$ cat src/rtl/msr_irq_ctrl.sv
// Machine state register (EE/ME/LE) with prioritised external interrupt request, SRR0/SRR1 save and rfi restore.
// Define MSR_IRQ_EDGE_EN for edge-triggered interrupt lines; otherwise lines are level-sampled every cycle.
module msr_irq_ctrl #(
    parameter int                  NUM_IRQ    = 4,
    parameter int                  PC_WIDTH   = 32,
    parameter logic [PC_WIDTH-1:0] VEC_BASE   = 32'h0000_0500,
    parameter logic [PC_WIDTH-1:0] VEC_STRIDE = 32'h0000_0020
) (
    input  logic                clk,
    input  logic                rst_n,
    input  logic                wr,
    input  logic [0:31]         wd,
    output logic [0:31]         rd,
    output logic                EE,
    output logic                ME,
    output logic                LE,
    input  logic [NUM_IRQ-1:0]  irq,
    output logic                int_req,
    output logic [3:0]          int_id,
    output logic [PC_WIDTH-1:0] int_vec,
    input  logic                int_ack,
    input  logic [PC_WIDTH-1:0] int_pc,
    input  logic                rfi,
    input  logic                spr_wr,
    input  logic                spr_sel,
    input  logic [31:0]         spr_wd,
    output logic [PC_WIDTH-1:0] srr0,
    output logic [0:31]         srr1
);

    typedef enum logic {IDLE, REQ} state_t;

    state_t              state_reg, state_next;
    logic [3:0]          id_reg, id_next, first_id;
    logic                ee_reg, me_reg, le_reg;
    logic                srr1_ee_reg, srr1_me_reg, srr1_le_reg;
    logic [PC_WIDTH-1:0] srr0_reg;
    logic [NUM_IRQ-1:0]  pending_reg;
    logic                ack_take;
    logic                unused_bits;

    assign ack_take    = (state_reg == REQ) && int_ack;
    assign unused_bits = ^{wd[0:15], wd[17:18], wd[20:30], spr_wd};

    // Lowest set index wins, so scan from the top down.
    always_comb begin
        first_id = '0;
        for (int i = NUM_IRQ - 1; i >= 0; i--) begin
            if (pending_reg[i]) first_id = 4'(i);
        end
    end

    always_ff @(posedge clk) begin
        if (!rst_n) begin
            state_reg <= IDLE;
            id_reg    <= '0;
        end else begin
            state_reg <= state_next;
            id_reg    <= id_next;
        end
    end

    // Once raised, the request stays up until acknowledged.
    always_comb begin
        state_next = state_reg;
        id_next    = id_reg;
        case (state_reg)
            IDLE: begin
                if (ee_reg && (|pending_reg)) begin
                    state_next = REQ;
                    id_next    = first_id;
                end
            end
            REQ: begin
                if (int_ack) state_next = IDLE;
            end
            default: state_next = IDLE;
        endcase
    end

    always_ff @(posedge clk) begin
        if (!rst_n) begin
            ee_reg <= 1'b0;
            me_reg <= 1'b0;
            le_reg <= 1'b0;
        end else if (ack_take) begin
            ee_reg <= 1'b0;
        end else if (rfi) begin
            ee_reg <= srr1_ee_reg;
            me_reg <= srr1_me_reg;
            le_reg <= srr1_le_reg;
        end else if (wr) begin
            ee_reg <= wd[16];
            me_reg <= wd[19];
            le_reg <= wd[31];
        end
    end

    // spr_wd is LSB-0, so MSR positions 16/19/31 land on bits 15/12/0.
    always_ff @(posedge clk) begin
        if (!rst_n) begin
            srr0_reg    <= '0;
            srr1_ee_reg <= 1'b0;
            srr1_me_reg <= 1'b0;
            srr1_le_reg <= 1'b0;
        end else if (ack_take) begin
            srr0_reg    <= int_pc;
            srr1_ee_reg <= ee_reg;
            srr1_me_reg <= me_reg;
            srr1_le_reg <= le_reg;
        end else if (spr_wr) begin
            if (spr_sel) begin
                srr1_ee_reg <= spr_wd[15];
                srr1_me_reg <= spr_wd[12];
                srr1_le_reg <= spr_wd[0];
            end else begin
                srr0_reg <= PC_WIDTH'(spr_wd);
            end
        end
    end

`ifdef MSR_IRQ_EDGE_EN
    logic [NUM_IRQ-1:0] irq_d_reg;
`endif

    generate
        for (genvar gi = 0; gi < NUM_IRQ; gi++) begin : g_pend
`ifdef MSR_IRQ_EDGE_EN
            // A new rising edge takes precedence over the service clear.
            always_ff @(posedge clk) begin
                if (!rst_n) begin
                    irq_d_reg[gi]   <= 1'b0;
                    pending_reg[gi] <= 1'b0;
                end else begin
                    irq_d_reg[gi] <= irq[gi];
                    if (irq[gi] && !irq_d_reg[gi]) begin
                        pending_reg[gi] <= 1'b1;
                    end else if (ack_take && (id_reg == 4'(gi))) begin
                        pending_reg[gi] <= 1'b0;
                    end
                end
            end
`else
            always_ff @(posedge clk) begin
                if (!rst_n) begin
                    pending_reg[gi] <= 1'b0;
                end else begin
                    pending_reg[gi] <= irq[gi];
                end
            end
`endif
        end
    endgenerate

    always_comb begin
        rd       = '0;
        rd[16]   = ee_reg;
        rd[19]   = me_reg;
        rd[31]   = le_reg;
        srr1     = '0;
        srr1[16] = srr1_ee_reg;
        srr1[19] = srr1_me_reg;
        srr1[31] = srr1_le_reg;
    end

    assign EE      = ee_reg;
    assign ME      = me_reg;
    assign LE      = le_reg;
    assign srr0    = srr0_reg;
    assign int_req = (state_reg == REQ);
    assign int_id  = id_reg;
    assign int_vec = VEC_BASE + PC_WIDTH'(id_reg) * VEC_STRIDE;

endmodule

$ cat config.mk
export PLATFORM = sky130hd
export DESIGN_NAME = msr_irq_ctrl
export DESIGN_NICKNAME = d
export VERILOG_FILES = /design/src/rtl/msr_irq_ctrl.sv
export SDC_FILE = /design/constraint.sdc
export NUM_CORES = 1
export LEC_CHECK = 0
export BUFFER_PORTS_ARGS = -buffer_cell sky130_fd_sc_hd__buf_2
export CAP_MARGIN = 20
export CORE_AREA = 2 2 93 95
export DETAILED_ROUTE_END_ITERATION = 16
export DIE_AREA = 0 0 95 97
export PLACE_DENSITY = 0.76
export REMOVE_ABC_BUFFERS = 1
export SYNTH_ARGS = -nofsm -noshare
export SYNTH_HDL_FRONTEND = slang
export SYNTH_SLANG_ARGS = --single-unit
$ cat constraint.sdc
create_clock -name clk -period 1.56 [get_ports clk]
set_input_delay 0.078 -clock clk [delete_from_list [all_inputs] [get_ports clk]]
set_output_delay 0.078 -clock clk [all_outputs]
set_load 0.01 [all_outputs]
==> metrics.txt <==
Fin. Hold Viols 0; Syn-to-layout area delta 14.2%; crit share post-route 87.0%; Ant. Diodes 0; footprint of the multi-input gates 1480 um2; clk slew on worst S/H paths 80 ps; DP Area 3250 um2; commonest non-fill, non-tap cell in the layout buf_2; #FFs+latches synth 45; Worst setup startpoint int_req; Layout Utilization 41.6%; Clock Sinks 45; synth warn 0; Final ANT Viol Nets 0; Leak Pwr 1.77 nW; vias in the first global route 2,131; Initial Util 36.4%; count of final max-slew check failures 0; final WL 6.44 mm; synthesized area per cell 8.71 um2; crit path kind reg -> reg; Pwr Density 814 nW/um2; crit-path max FO 15; Filler Cells Inserted 849; die footprint 9220 um2; Setup TNS Final 0 ps; Peak Freq 737 MHz; initial antenna violation count 0; worst vdd ir 0.000293 V; drt first pass iters 4; # nets final 553; CTS tree done; die span in x 95 um; Startpoint Class flop; WL per Instance 11.7 um; 1st-iter DRT viols 62; Arr. time, crit path 1580 ps; I/O Pins 243; CP required 1780 ps; Hold WC Path Type in -> reg; Port Buf Inserts 123; CTS Buf Count 5; reg2reg setup slack 200 ps; final setup fails 0; Largest register FFs 32; Total GRT Usage 13.4%; pin count of the biggest net entering global routing 61; fin area 3380 um2; Cell Area, Synth 2960 um2; storage element area 901 um2; Reg-to-Reg End srr0[5]; HPWL after detailed placement 4.67 mm; Syn Inst Count 340; Placer Congestion 0.686; core area 8130 um2; status finished, final reports clean; RSZ-0062 raised after global routing no; Die Ht 97 um; crit path capture type flop; post-DR vias/cell 4.40; post-route DRC violation count 0; clock skew 4.97 ps; R2R depth 4; max_cap viols 0; most frequent cells in the layout 123 x buf_2, 90 x conb_1, 69 x nand2_1; launching point of the worst reg2reg path int_req; CTS resizes 0; min Tclk post-route 1360 ps; first-pass GRT wire length 9.87 mm; H-tree levels 2; GRT overflow 0; Root Driver clkbuf_8; Clock Path Buffers 2; layout cells sized above 1 38.6%; Clock Latency Late Sink 290 ps; crit path to srr0[5]; via count 2,426; standard-cell rows 33; register area share after synthesis 30.4%; Synth cell types 27
worst min path at each step:
stage / start / to / slack (ps) / cells after the start
after floorplan: rst_n / int_req / 200 / 1
after global placement: irq[0] / pending_reg[0] / 300 / 2
after detailed placement: irq[0] / pending_reg[0] / 290 / 2
after CTS: int_pc[2] / srr0[2] / 10 / 3
after global routing: irq[3] / pending_reg[3] / 10 / 2
final: irq[3] / pending_reg[3] / 30 / 2
worst max-delay path, cell delays in order (launching register included):
cell	delay (ps)
dfxtp_1	310
and2_2	240
or2_2	410
buf_12	190
a31oi_2	120
layout make-up:
cell class	instances	share of cell area (%)
Multi-Input combinational cell	259	43.7
Timing Repair Buffer	133	22.5
Inverter	2	0.222
Sequential cell	45	26.6
Clock inverter	2	1.04
Tap cell	105	3.88
Clock buffer	5	2.03
repair_timing:
item / CTS / global route
hold buffers: 3 / 0
setup endpoints to repair: 0 / 0
buffers inserted: 0 / 0
endpoints found under the hold margin: 3 / 0
where the power goes:
part	internal, mW	switching [mW]	leakage (nW)
clock	0.466	0.382	0.0540
sequential	1.23	0.0495	0.372
combinational	0.259	0.368	1.34
total	1.96	0.799	1.77
cell families (layout without fill, tap and decap cells):
logic type / Yosys count / count (layout) / synth area share (%)
other: 2 / 90 / 0.253
AO/OA/AOI/OAI: 78 / 78 / 24.5
flip-flops: 45 / 45 / 30.4
buffers and inverters: 124 / 142 / 30.9
multiplexers: 6 / 6 / 2.03
AND/OR/NAND/NOR: 85 / 85 / 12.0
synth_stat cells, drive strengths merged:
| cell type | instances | area [um2] |
|---|---|---|
| nor4 | 1 | 6.26 |
| a21oi | 4 | 20.0 |
| nor2 | 5 | 18.8 |
| o31ai | 32 | 240 |
| dfxtp | 45 | 901 |
| o221a | 2 | 22.5 |
| buf | 112 | 870 |
| and3 | 1 | 6.26 |
| inv | 2 | 7.51 |
| conb | 2 | 7.51 |
| and2 | 6 | 37.5 |
| clkbuf | 10 | 37.5 |
| nor2b | 1 | 13.8 |
| o21ai | 4 | 20.0 |
| a2bb2oi | 1 | 8.76 |
| a31oi | 32 | 388 |
| o211a | 2 | 20.0 |
| or2 | 1 | 6.26 |
| o22ai | 1 | 6.26 |
| nand2b | 1 | 6.26 |
| nand2 | 69 | 259 |
| mux2i | 6 | 60.1 |
through the flow:
stage | cells | power (mW) | worst slack [ps] | hold WS (ps)
CTS | 551 | 2.81 | 193 | 15.0
global route | 551 | 2.92 | 139 | 13.1
detailed placement | 541 | 1.93 | 210 | 292
finish | 551 | 2.75 | 202 | 30.6
floorplan | 306 | 1.65 | -1490 | 200
global placement | 541 | 1.91 | 241 | 299
layer usage:
metal / track usage (%) / up-vias / share of wire [%]
met5: 0 / - / 0
met4: 4.01 / 0 / 0.93
met3: 2.88 / 4 / 8.3
met2: 23.7 / 133 / 49
met1: 15.8 / 1105 / 41
li1: - / 1184 / -
Note: power is estimated with default switching activity, not from simulation.
